**config.mk**
```make
export PLATFORM = sky130hd
export DESIGN_NAME = mips_lsu
export DESIGN_NICKNAME = d
export VERILOG_FILES = /design/src/rtl/mips_lsu.sv
export SDC_FILE = /design/constraint.sdc
export NUM_CORES = 1
export LEC_CHECK = 0
export CORE_ASPECT_RATIO = 0.8
export CORE_MARGIN = 2
export CORE_UTILIZATION = 45
export CTS_BUF_LIST = sky130_fd_sc_hd__clkbuf_8
export CTS_CLUSTER_SIZE = 14
export DETAILED_ROUTE_END_ITERATION = 7
export HOLD_SLACK_MARGIN = 0.1
export PLACE_DENSITY_LB_ADDON = 0.2
export SKIP_LAST_GASP = 1
export SLEW_MARGIN = 25
export SYNTH_ARGS = -nofsm -noshare
export SYNTH_HDL_FRONTEND = slang
export SYNTH_SLANG_ARGS = --single-unit
```
**constraint.sdc**
```tcl
create_clock -name clk -period 3.6 [get_ports clk]
set_clock_uncertainty 0.05 [all_clocks]
set_input_delay 0.36 -clock clk [delete_from_list [all_inputs] [get_ports clk]]
set_output_delay 0.36 -clock clk [all_outputs]
set_load 0.02 [all_outputs]
```
**src/rtl/mips_lsu.sv**
```systemverilog
// MEM-stage load/store unit: byte/half/word lane steering, alignment exceptions,
// pipeline stall and a req / addr_ok / data_ok bus handshake with per-phase timeout.
module mips_lsu #(
    parameter int DATA_W  = 32,
    parameter int ADDR_W  = 32,
    parameter int TIMEOUT = 255
) (
    input  logic                  clk,
    input  logic                  rst,
    input  logic                  req_valid,
    input  logic [2:0]            req_op,
    input  logic [ADDR_W-1:0]     req_addr,
    input  logic [31:0]           req_wdata,
    output logic                  stall,
    output logic                  rsp_valid,
    output logic [31:0]           rsp_rdata,
    output logic                  exc_adel,
    output logic                  exc_ades,
    output logic                  bus_err,
    output logic                  bus_req,
    output logic                  bus_wr,
    output logic [1:0]            bus_size,
    output logic [ADDR_W-1:0]     bus_addr,
    output logic [DATA_W/8-1:0]   bus_wstrb,
    output logic [DATA_W-1:0]     bus_wdata,
    input  logic                  bus_addr_ok,
    input  logic                  bus_data_ok,
    input  logic [DATA_W-1:0]     bus_rdata,
    output logic [1:0]            dbg_state
);
    localparam int NB    = DATA_W / 8;
    localparam int OFF   = $clog2(NB);
    localparam int CNT_W = (TIMEOUT > 0) ? $clog2(TIMEOUT + 1) : 1;

    typedef enum logic [1:0] {
        S_IDLE = 2'd0,
        S_ADDR = 2'd1,
        S_DATA = 2'd2,
        S_RESP = 2'd3
    } state_t;

    state_t             r_state;
    state_t             w_next;
    logic [2:0]         r_op;
    logic [OFF-1:0]     r_off;
    logic [CNT_W-1:0]   r_cnt;
    logic               r_err;
    logic [31:0]        r_rdata;
    logic               r_bus_req;
    logic               r_bus_wr;
    logic [1:0]         r_bus_size;
    logic [ADDR_W-1:0]  r_bus_addr;
    logic [NB-1:0]      r_bus_wstrb;
    logic [DATA_W-1:0]  r_bus_wdata;

    logic               w_is_store;
    logic               w_misal;
    logic               w_accept;
    logic               w_tmo;
    logic               w_tmo_fire;
    logic [1:0]         w_size;
    logic [NB-1:0]      w_strb_base;
    logic [DATA_W-1:0]  w_wdata_rep;
    logic [31:0]        w_shift;
    logic [31:0]        w_load;

    assign w_is_store = req_op[2] & (req_op[1] | req_op[0]);

    always_comb begin
        w_size      = 2'd2;
        w_strb_base = NB'(15);
        w_wdata_rep = {(NB/4){req_wdata}};
        case (req_op)
            3'b000, 3'b001, 3'b101: begin
                w_size      = 2'd0;
                w_strb_base = NB'(1);
                w_wdata_rep = {NB{req_wdata[7:0]}};
            end
            3'b010, 3'b011, 3'b110: begin
                w_size      = 2'd1;
                w_strb_base = NB'(3);
                w_wdata_rep = {(NB/2){req_wdata[15:0]}};
            end
            default: ;
        endcase
    end

    assign w_misal  = ((w_size == 2'd1) && req_addr[0]) ||
                      ((w_size == 2'd2) && (req_addr[1:0] != 2'b00));
    assign w_accept = (r_state == S_IDLE) && req_valid && !w_misal;
    assign exc_adel = (r_state == S_IDLE) && req_valid && w_misal && !w_is_store;
    assign exc_ades = (r_state == S_IDLE) && req_valid && w_misal && w_is_store;

    // Load lane steering uses the latched byte offset, not the live request.
    assign w_shift = 32'(bus_rdata >> {r_off, 3'b000});

    always_comb begin
        w_load = w_shift;
        case (r_op)
            3'b000:  w_load = {{24{w_shift[7]}}, w_shift[7:0]};
            3'b001:  w_load = {24'b0, w_shift[7:0]};
            3'b010:  w_load = {{16{w_shift[15]}}, w_shift[15:0]};
            3'b011:  w_load = {16'b0, w_shift[15:0]};
            default: w_load = w_shift;
        endcase
    end

    // The counter value counts completed wait cycles; the cycle that would make
    // it reach TIMEOUT is the last one allowed in the phase.
    assign w_tmo      = (TIMEOUT > 0) && (r_cnt == CNT_W'(TIMEOUT - 1));
    assign w_tmo_fire = w_tmo && (((r_state == S_ADDR) && !bus_addr_ok) ||
                                  ((r_state == S_DATA) && !bus_data_ok));

    always_comb begin
        w_next = r_state;
        case (r_state)
            S_IDLE: if (w_accept) w_next = S_ADDR;
            S_ADDR: begin
                if (bus_addr_ok)     w_next = S_DATA;
                else if (w_tmo_fire) w_next = S_RESP;
            end
            S_DATA: begin
                if (bus_data_ok)     w_next = S_RESP;
                else if (w_tmo_fire) w_next = S_RESP;
            end
            S_RESP:  w_next = S_IDLE;
            default: w_next = S_IDLE;
        endcase
    end

    always_ff @(posedge clk) begin
        if (rst) begin
            r_state     <= S_IDLE;
            r_op        <= '0;
            r_off       <= '0;
            r_cnt       <= '0;
            r_err       <= 1'b0;
            r_rdata     <= '0;
            r_bus_req   <= 1'b0;
            r_bus_wr    <= 1'b0;
            r_bus_size  <= '0;
            r_bus_addr  <= '0;
            r_bus_wstrb <= '0;
            r_bus_wdata <= '0;
        end else begin
            r_state <= w_next;
            case (r_state)
                S_IDLE: begin
                    if (w_accept) begin
                        r_op        <= req_op;
                        r_off       <= req_addr[OFF-1:0];
                        r_cnt       <= '0;
                        r_err       <= 1'b0;
                        r_bus_req   <= 1'b1;
                        r_bus_wr    <= w_is_store;
                        r_bus_size  <= w_size;
                        r_bus_addr  <= req_addr;
                        r_bus_wstrb <= w_is_store ? NB'(w_strb_base << req_addr[OFF-1:0]) : '0;
                        r_bus_wdata <= w_is_store ? w_wdata_rep : '0;
                    end
                end
                S_ADDR: begin
                    if (bus_addr_ok) begin
                        r_bus_req <= 1'b0;
                        r_cnt     <= '0;
                    end else if (w_tmo_fire) begin
                        r_bus_req <= 1'b0;
                        r_err     <= 1'b1;
                        r_rdata   <= '0;
                    end else begin
                        r_cnt <= r_cnt + 1'b1;
                    end
                end
                S_DATA: begin
                    if (bus_data_ok) begin
                        r_rdata <= w_load;
                    end else if (w_tmo_fire) begin
                        r_err   <= 1'b1;
                        r_rdata <= '0;
                    end else begin
                        r_cnt <= r_cnt + 1'b1;
                    end
                end
                default: r_err <= 1'b0;
            endcase
        end
    end

    assign stall     = w_accept || (r_state == S_ADDR) || (r_state == S_DATA);
    assign rsp_valid = (r_state == S_RESP);
    assign rsp_rdata = r_rdata;
    assign bus_err   = r_err;
    assign bus_req   = r_bus_req;
    assign bus_wr    = r_bus_wr;
    assign bus_size  = r_bus_size;
    assign bus_addr  = r_bus_addr;
    assign bus_wstrb = r_bus_wstrb;
    assign bus_wdata = r_bus_wdata;
    assign dbg_state = r_state;

endmodule

```
## Word-level counts from Yosys, hierarchy flattened

Cells that the tools add are included.

- Register bits after elaboration: 120
- Output and inout port bits: 111
- Word-level logic and storage cells: 96
- Input port bits: 104

- Reductions and logical operators: 32
- Equality and inequality tests: 18
- Shifts and indexed selects: 2
- Mux-type cells: 29
- Bitwise operators: 2
- $add $sub $neg: 1

Operators by type and width:

| kind | number |
|---|---|
| $mux W32 | 4 |
| $pmux W32 S2 | 2 |
| $pmux W32 S4 | 1 |
| $mux W8 | 4 |
| $shr A32 B5 Y32 | 1 |
| $pmux W8 S3 | 1 |
| $eq A3 B2 Y1 const B | 4 |
| $logic_and A1 B1 Y1 | 10 |
| $reduce_and A3 Y1 | 3 |
| $add A8 B1 Y8 const B | 1 |
| $eq A8 B8 Y1 const B | 1 |
| $mux W2 | 4 |
| $pmux W2 S4 | 1 |
| $pmux W4 S2 | 1 |
| $mux W1 | 7 |
| $eq A2 B2 Y1 const B | 3 |
| $eq A3 B1 Y1 const B | 2 |
| $eq A3 B3 Y1 const B | 2 |
| $logic_not A3 Y1 | 2 |
| $ne A2 B2 Y1 const B | 3 |
| $reduce_bool A2 Y1 | 3 |
| $reduce_or A3 Y1 | 2 |
| $eq A2 B1 Y1 const B | 2 |
| $logic_not A1 Y1 | 4 |
| 12 further kinds | 16 |

## Longest topological paths before layout

Gate-level depths: netlist (run 1).

- Word-level depth: 10
- Depth in mapped cells: 10

## Worst setup path after synthesis (run 1)

OpenSTA, ideal clock, no wires.

- Path kind: reg2out
- Start point: register r_state[0], in the netlist dbg_state[0]
- End point: output port stall
- Arrival: 1.940 ns
- Stages on the path, launching flop included: 9
- Path slack: 1.250 ns
- Path buffers: 2
- Path through: dfxtp_1 inv_1 ha_1 nand2_1 inv_1 and3_1 buf_2 buf_4 or3_1

- Word-level cells in the longest chain between the ends: 5

Ends and longest elaborated chain:

| element | RTL line | text |
|---|---|---|
| start, declared | 42 | `state_t r_state;` |
| start signal, assigned | 146 | `r_state <= w_next;` |
| $logic_not A2 Y1 | 90 | `assign w_accept = (r_state == S_IDLE) && req_valid && !w_misal;` |
| $logic_and A1 B1 Y1 (2 in a row) | 90 |  |
| $logic_or A1 B1 Y1 | 189 | `assign stall = w_accept \|\| (r_state == S_ADDR) \|\| (r_state == S_DATA);` |
| $logic_or A1 B1 Y1 * | 189 |  |
| end, declared | 14 | `output logic stall,` |

Every way passes the cells marked *; elsewhere a longest branch is shown, timed or not.

## Worst setup path in the final report (run 1)

Same ends and word-level chain as after synthesis.

==> results of run 1 <==
## sequential cells by signal, indices dropped and copies added, names as in the netlist
signal     flops
bus_addr      31
bus_err        1
bus_req        1
bus_size       2
bus_wdata     32
bus_wr         1
bus_wstrb      4
dbg_state      2
r_cnt          8
r_off          1
r_op           3
rsp_rdata     32
## area by class of cell
cell class,count,area (sq um)
multi-input cells,453,2780
well taps,148,185
clock buffers,20,275
fillers,913,3650
clock inverters,11,110
inverters,6,22.5
flip-flops and latches,118,2360
repair buffers,223,2220
## per-stage QoR
stage | area [sq um] | worst slack, ns | hold slack (ns)
3_3_place_gp | 7570 | 0.664 | 0.389
6_report | 7960 | 0.515 | 0.401
2_1_floorplan | 5390 | 1.25 | 0.394
3_5_place_dp | 7570 | 0.615 | 0.395
4_1_cts | 7960 | 0.523 | 0.406
5_1_grt | 7960 | 0.382 | 0.425
## synth_stat cells (3+ instances only)
| cell | number |
|---|---|
| a221o_1 | 16 |
| o21ai_0 | 15 |
| nand2_1 | 113 |
| mux2i_1 | 10 |
| ha_1 | 7 |
| o21ai_1 | 3 |
| inv_1 | 6 |
| a32oi_1 | 7 |
| a211oi_1 | 4 |
| clkbuf_1 | 25 |
| a31oi_1 | 5 |
| nand2b_1 | 3 |
| a211o_1 | 7 |
| o2bb2ai_1 | 16 |
| nor3_1 | 12 |
| o211ai_1 | 3 |
| o311ai_0 | 8 |
| and3_1 | 4 |
| nor2_1 | 37 |
| nand3_1 | 25 |
| buf_6 | 4 |
| nor2b_1 | 10 |
| a22oi_1 | 9 |
| a21o_1 | 3 |
| nand3b_1 | 9 |
| buf_2 | 15 |
| mux2_2 | 16 |
| a21oi_1 | 76 |
| dfxtp_1 | 118 |
## worst min-delay path, cell delays in order (launching register included)
cell and delay, ns:
dfxtp_1 0.31, nand2_1 0.05, a21oi_1 0.05
## worst paths after layout
check,slack (ns),cells past startpoint,to
setup / recovery,0.51,7,stall
hold / removal,0.40,2,bus_wdata[3]$_SDFFE_PP0P_
setup reg to reg,0.96,8,rsp_rdata[31]$_SDFFE_PP0P_
hold reg to reg,0.40,2,bus_wdata[3]$_SDFFE_PP0P_
## layer usage
metal | track usage | routed length, microns | up-vias
met5 | 0 | 0 | -
met4 | 0.0955 | 260 | 0
met3 | 0.0921 | 1430 | 24
met2 | 0.406 | 7900 | 203
met1 | 0.328 | 7300 | 2609
li1 | - | - | 2646
## cell families after synthesis
logic type               share of synthesized area
multiplexers                                0.0603
AO/OA/AOI/OAI                                0.236
XOR/XNOR                                   0.00162
AND/OR/NAND/NOR                              0.199
adder cells (fa/ha/maj)                     0.0162
flip-flops                                   0.438
buffers and inverters                       0.0480
## where the power goes
part	internal [mW]	switching, mW
clock	0.656	0.515
sequential	1.35	0.0356
combinational	0.289	0.313
total	2.30	0.864
==> flow_summary.yaml, run 1 <==
critical_path:
  critPathLaunch: "dbg_state[0]$_SDFFE_PP0P_"
  worst-path-buf-inv: 3
  r2r_start: "dbg_state[1]$_SDFFE_PP0P_"
  critical_path_class: "reg -> out"
  start_kind: "flop"
  cpLargestDelayFamily: "simple AND/OR/NAND/NOR gates"
  crit_top_cell: "inv_1"
  path_max_fanout: 7
  cp_cell_sequence: "inv_1 -> ha_1 -> nand2_1 -> inv_1 -> and3_2 -> or3_1 -> clkdlybuf4s50_1"
  arrival_ns: 2.68
  crit_path_top_delay_cell: "clkdlybuf4s50_1"
  setup.worst_path.end_class: "output port"
  required_ns: 3.19
  slowest_delay_ns: 0.54
clock_tree:
  cts_root_buf: "clkbuf_8"
  clock-sinks: 118
  cts_made_buffers: 17
  tritoncts: "yes"
  cts_resized: 0
  clk_pin_slew_worst_paths_ns: 0.07
  cts_hold_buf: 0
  insertion_delay_ns: 0.42
  clock_path_buffers: 2
  post_cts_buffers: 0
  htree_levels: 4
synth:
  syn_inst: 625
  yosysSeqAreaShare: 0.438
  synth_edf_count: 0
  yosysTopAreaCell: "dfxtp_1"
  syn_area_sq_um: 5390
  synth_area_leaders: "dfxtp_1, nand2_1, a21oi_1"
  synth-seq-cells: 118
  yosys_warnings: 0
  yosysUniqueCellTypes: 56
  synth_ff_type: "dfxtp_1"
  synthArstFlopShare: 0
  synth_area_per_cell_sq_um: 8.63
  synth_top_area_frac: 0.438
  syn_nets: 736
global_routing:
  grt_max_degree: 93
  grt_usage: 0.258
  antenna_found_initial: 0
  grt_overflow: 0
  grt_pass1_vias: 5311
  grt_pass1_wl_mm: 26.6
sta:
  worstMarginPinSlew_ns: 1.00
  min_period_ns: 3.09
  finalCritPeriodShare: 0.857
  slew_headroom: 0.331
  drv_slew: 0
  setup_tns_ns: 0
  finalSetupViolations: 0
  hold_viol: 0
  fmax_ghz: 0.324
  rsz0062_at_grt: "no"
detailed_routing:
  first_pass_iters: 5
  post_drt_wl_per_cell_microns: 17.2
  drt_iter0_markers: 373
  drc_errors: 0
  wirelength_mm: 16.9
  vias_per_cell: 5.60
  ant_nets: 0
  num_vias: 5482
finish:
  final_common_cell: "clkdlybuf4s50_1"
  synthToLayoutAreaGrowth_pct: 47.5
  most-common-layout-cells: "clkdlybuf4s50_1, dfxtp_1, nand2_1"
  diodes: 0
  fin_util: 0.686
  stdcell_count: 979
  layout.nets: 930
  drive_gt1_frac: 0.0794
job:
  max_cap_viol_count: 0
die:
  core_sq_um: 11600
  dieWidth_microns: 126
  die-area_sq_um: 12900
  rows: 35
  io_pins: 215
  initial_utilization: 0.465
  die_h_microns: 102
worst_hold_path:
  hp-start: "bus_wdata[3]$_SDFFE_PP0P_"
  hp-class: "reg -> reg"
power:
  report.power.total_mw: 3.16
  power_leakage_nw: 2.85
  powerDensity_nw_per_um2: 397
  ir_worst_vdd_mv: 0.271
placed_design:
  dpl.hpwl_mm: 12.2
  portBuffers: 214
  dp.cells: 948
  finalWeightedCongestion: 0.912
status:
  status: "completed"
(Power assumes the default switching activity.)
==> run 2, diff against run 1 <==
--- a/config.mk
+++ b/config.mk
@@ -11,8 +11,10 @@
 export CTS_BUF_LIST = sky130_fd_sc_hd__clkbuf_8
 export CTS_CLUSTER_SIZE = 14
 export DETAILED_ROUTE_END_ITERATION = 7
+export GPL_TIMING_DRIVEN = 1
 export HOLD_SLACK_MARGIN = 0.1
 export PLACE_DENSITY_LB_ADDON = 0.2
+export REMOVE_ABC_BUFFERS = 1
 export SKIP_LAST_GASP = 1
 export SLEW_MARGIN = 25
 export SYNTH_ARGS = -nofsm -noshare
==> run 2 against run 1 <==
Flip-flop and latch count is the same. Final cell count grew 0.51%. Wire length grew 0.58%. Die area is the same. Via count grew 1.3%. Core utilization grew 0.36 points. Clock-buffer cell count shrank 2. Critical endpoint unchanged.
==> flow_summary.yaml, run 2 (synthesis gave the netlist of run 1 again) <==
clock_tree:
  post_cts_buffers: 0
  cts_resized: 0
  cts_made_buffers: 17
  cts_root_buf: "clkbuf_8"
  htree_levels: 4
  cts_hold_buf: 0
  tritoncts: "yes"
  clk_pin_slew_worst_paths_ns: 0.07
  clock-sinks: 118
  insertion_delay_ns: 0.42
  clock_path_buffers: 2
power:
  ir_worst_vdd_mv: 0.272
  powerDensity_nw_per_um2: 405
  power_leakage_nw: 2.86
detailed_routing:
  wirelength_mm: 17.0
  post_drt_wl_per_cell_microns: 17.3
  vias_per_cell: 5.65
  drt_iter0_markers: 423
  num_vias: 5555
  drc_errors: 0
  ant_nets: 0
  first_pass_iters: 7
global_routing:
  antenna_found_initial: 0
  grt_max_degree: 61
  grt_pass1_wl_mm: 27.2
  grt_overflow: 0
  grt_pass1_vias: 5453
  grt_usage: 0.262
placed_design:
  portBuffers: 214
  pre_cts_ws_ns: 0.630
  placed_cell_area_sq_um: 7580
  dpl.hpwl_mm: 12.3
  finalWeightedCongestion: 0.860
job:
  max_cap_viol_count: 0
critical_path:
  path_max_fanout: 7
  start_kind: "flop"
  arrival_ns: 2.58
  setup.worst_path.end_class: "output port"
  critical_path_class: "reg -> out"
  ff2ff_path_depth: 7
  required_ns: 3.19
die:
  rows: 35
  dieWidth_microns: 126
  core_sq_um: 11600
  die-area_sq_um: 12900
  die_h_microns: 102
  io_pins: 215
  initial_utilization: 0.465
sta:
  hold_ws_ns: 0.404
  rsz0062_at_grt: "no"
  fmax_ghz: 0.334
  hold_viol: 0
  finalSetupViolations: 0
  min_period_ns: 2.99
  fin_ws_ns: 0.608
  worstMarginPinSlew_ns: 0.773
  slew_headroom: 0.485
  setup_tns_ns: 0
  drv_slew: 0
  finalCritPeriodShare: 0.831
finish:
  fin_util: 0.689
  most-common-layout-cells: "clkdlybuf4s50_1, dfxtp_1, nand2_1"
  drive_gt1_frac: 0.0885
  layout.nets: 934
  n_fill_cell: 897
  synthToLayoutAreaGrowth_pct: 48.3
  diodes: 0
  final_common_cell: "clkdlybuf4s50_1"
  fin_area_sq_um: 8000
worst_hold_path:
  hold_depth: 2
  hp-class: "reg -> reg"
status:
  status: "completed"
==> run 2: cell count changes in the layout (fill, tap and decap cells not counted), sizes merged <==
cell	change
clkinv	-2
clkbuf	-2
clkinvlp	+1
buf	+4
inv	+4
==> run 2: layout make-up <==
| cell class | count | area [sq um] | share of cell area |
|---|---|---|---|
| timing repair buffer | 227 | 2230 | 0.279 |
| tap | 148 | 185 | 0.0232 |
| clock buffer | 18 | 248 | 0.0310 |
| inverter | 6 | 22.5 | 0.00282 |
| multi-input combinational | 453 | 2780 | 0.348 |
| sequential | 118 | 2360 | 0.295 |
| clock inverter | 14 | 164 | 0.0205 |
==> run 2: per-layer routing <==
layer | up-vias | routed length [microns] | GRT usage
li1 | 2660 | - | -
met4 | 0 | 326 | 0.0947
met1 | 2633 | 6900 | 0.319
met2 | 234 | 7960 | 0.422
met3 | 28 | 1790 | 0.107
met5 | - | 0 | 0
==> run 2: metrics by stage <==
stage,total power [mW],std cells
5_1_grt,3.38,984
4_1_cts,3.26,984
3_5_place_dp,2.02,952
3_3_place_gp,2.00,952
2_1_floorplan,1.69,577
6_report,3.24,984
==> run 2: power by group <==
| part | internal (mW) | switching [mW] | total, mW |
|---|---|---|---|
| combinational | 0.289 | 0.315 | 0.604 |
| sequential | 1.35 | 0.0351 | 1.39 |
| clock | 0.653 | 0.596 | 1.25 |
==> run 2: path summary, 6_finish.rpt <==
kind / endpoint / startpoint / slack, ns
max reg2reg: rsp_rdata[31]$_SDFFE_PP0P_ / dbg_state[1]$_SDFFE_PP0P_ / 1.01
min: bus_wdata[22]$_SDFFE_PP0P_ / bus_wdata[22]$_SDFFE_PP0P_ / 0.40
max: stall / dbg_state[0]$_SDFFE_PP0P_ / 0.61
min reg2reg: bus_wdata[22]$_SDFFE_PP0P_ / bus_wdata[22]$_SDFFE_PP0P_ / 0.40
==> run 2: critical path: stages (launching register included) <==
cell and delay (ns):
dfxtp_1 0.41, inv_1 0.10, ha_1 0.31, nand2_1 0.19, inv_1 0.08, and3_2 0.22
or3_1 0.31, clkdlybuf4s50_1 0.54
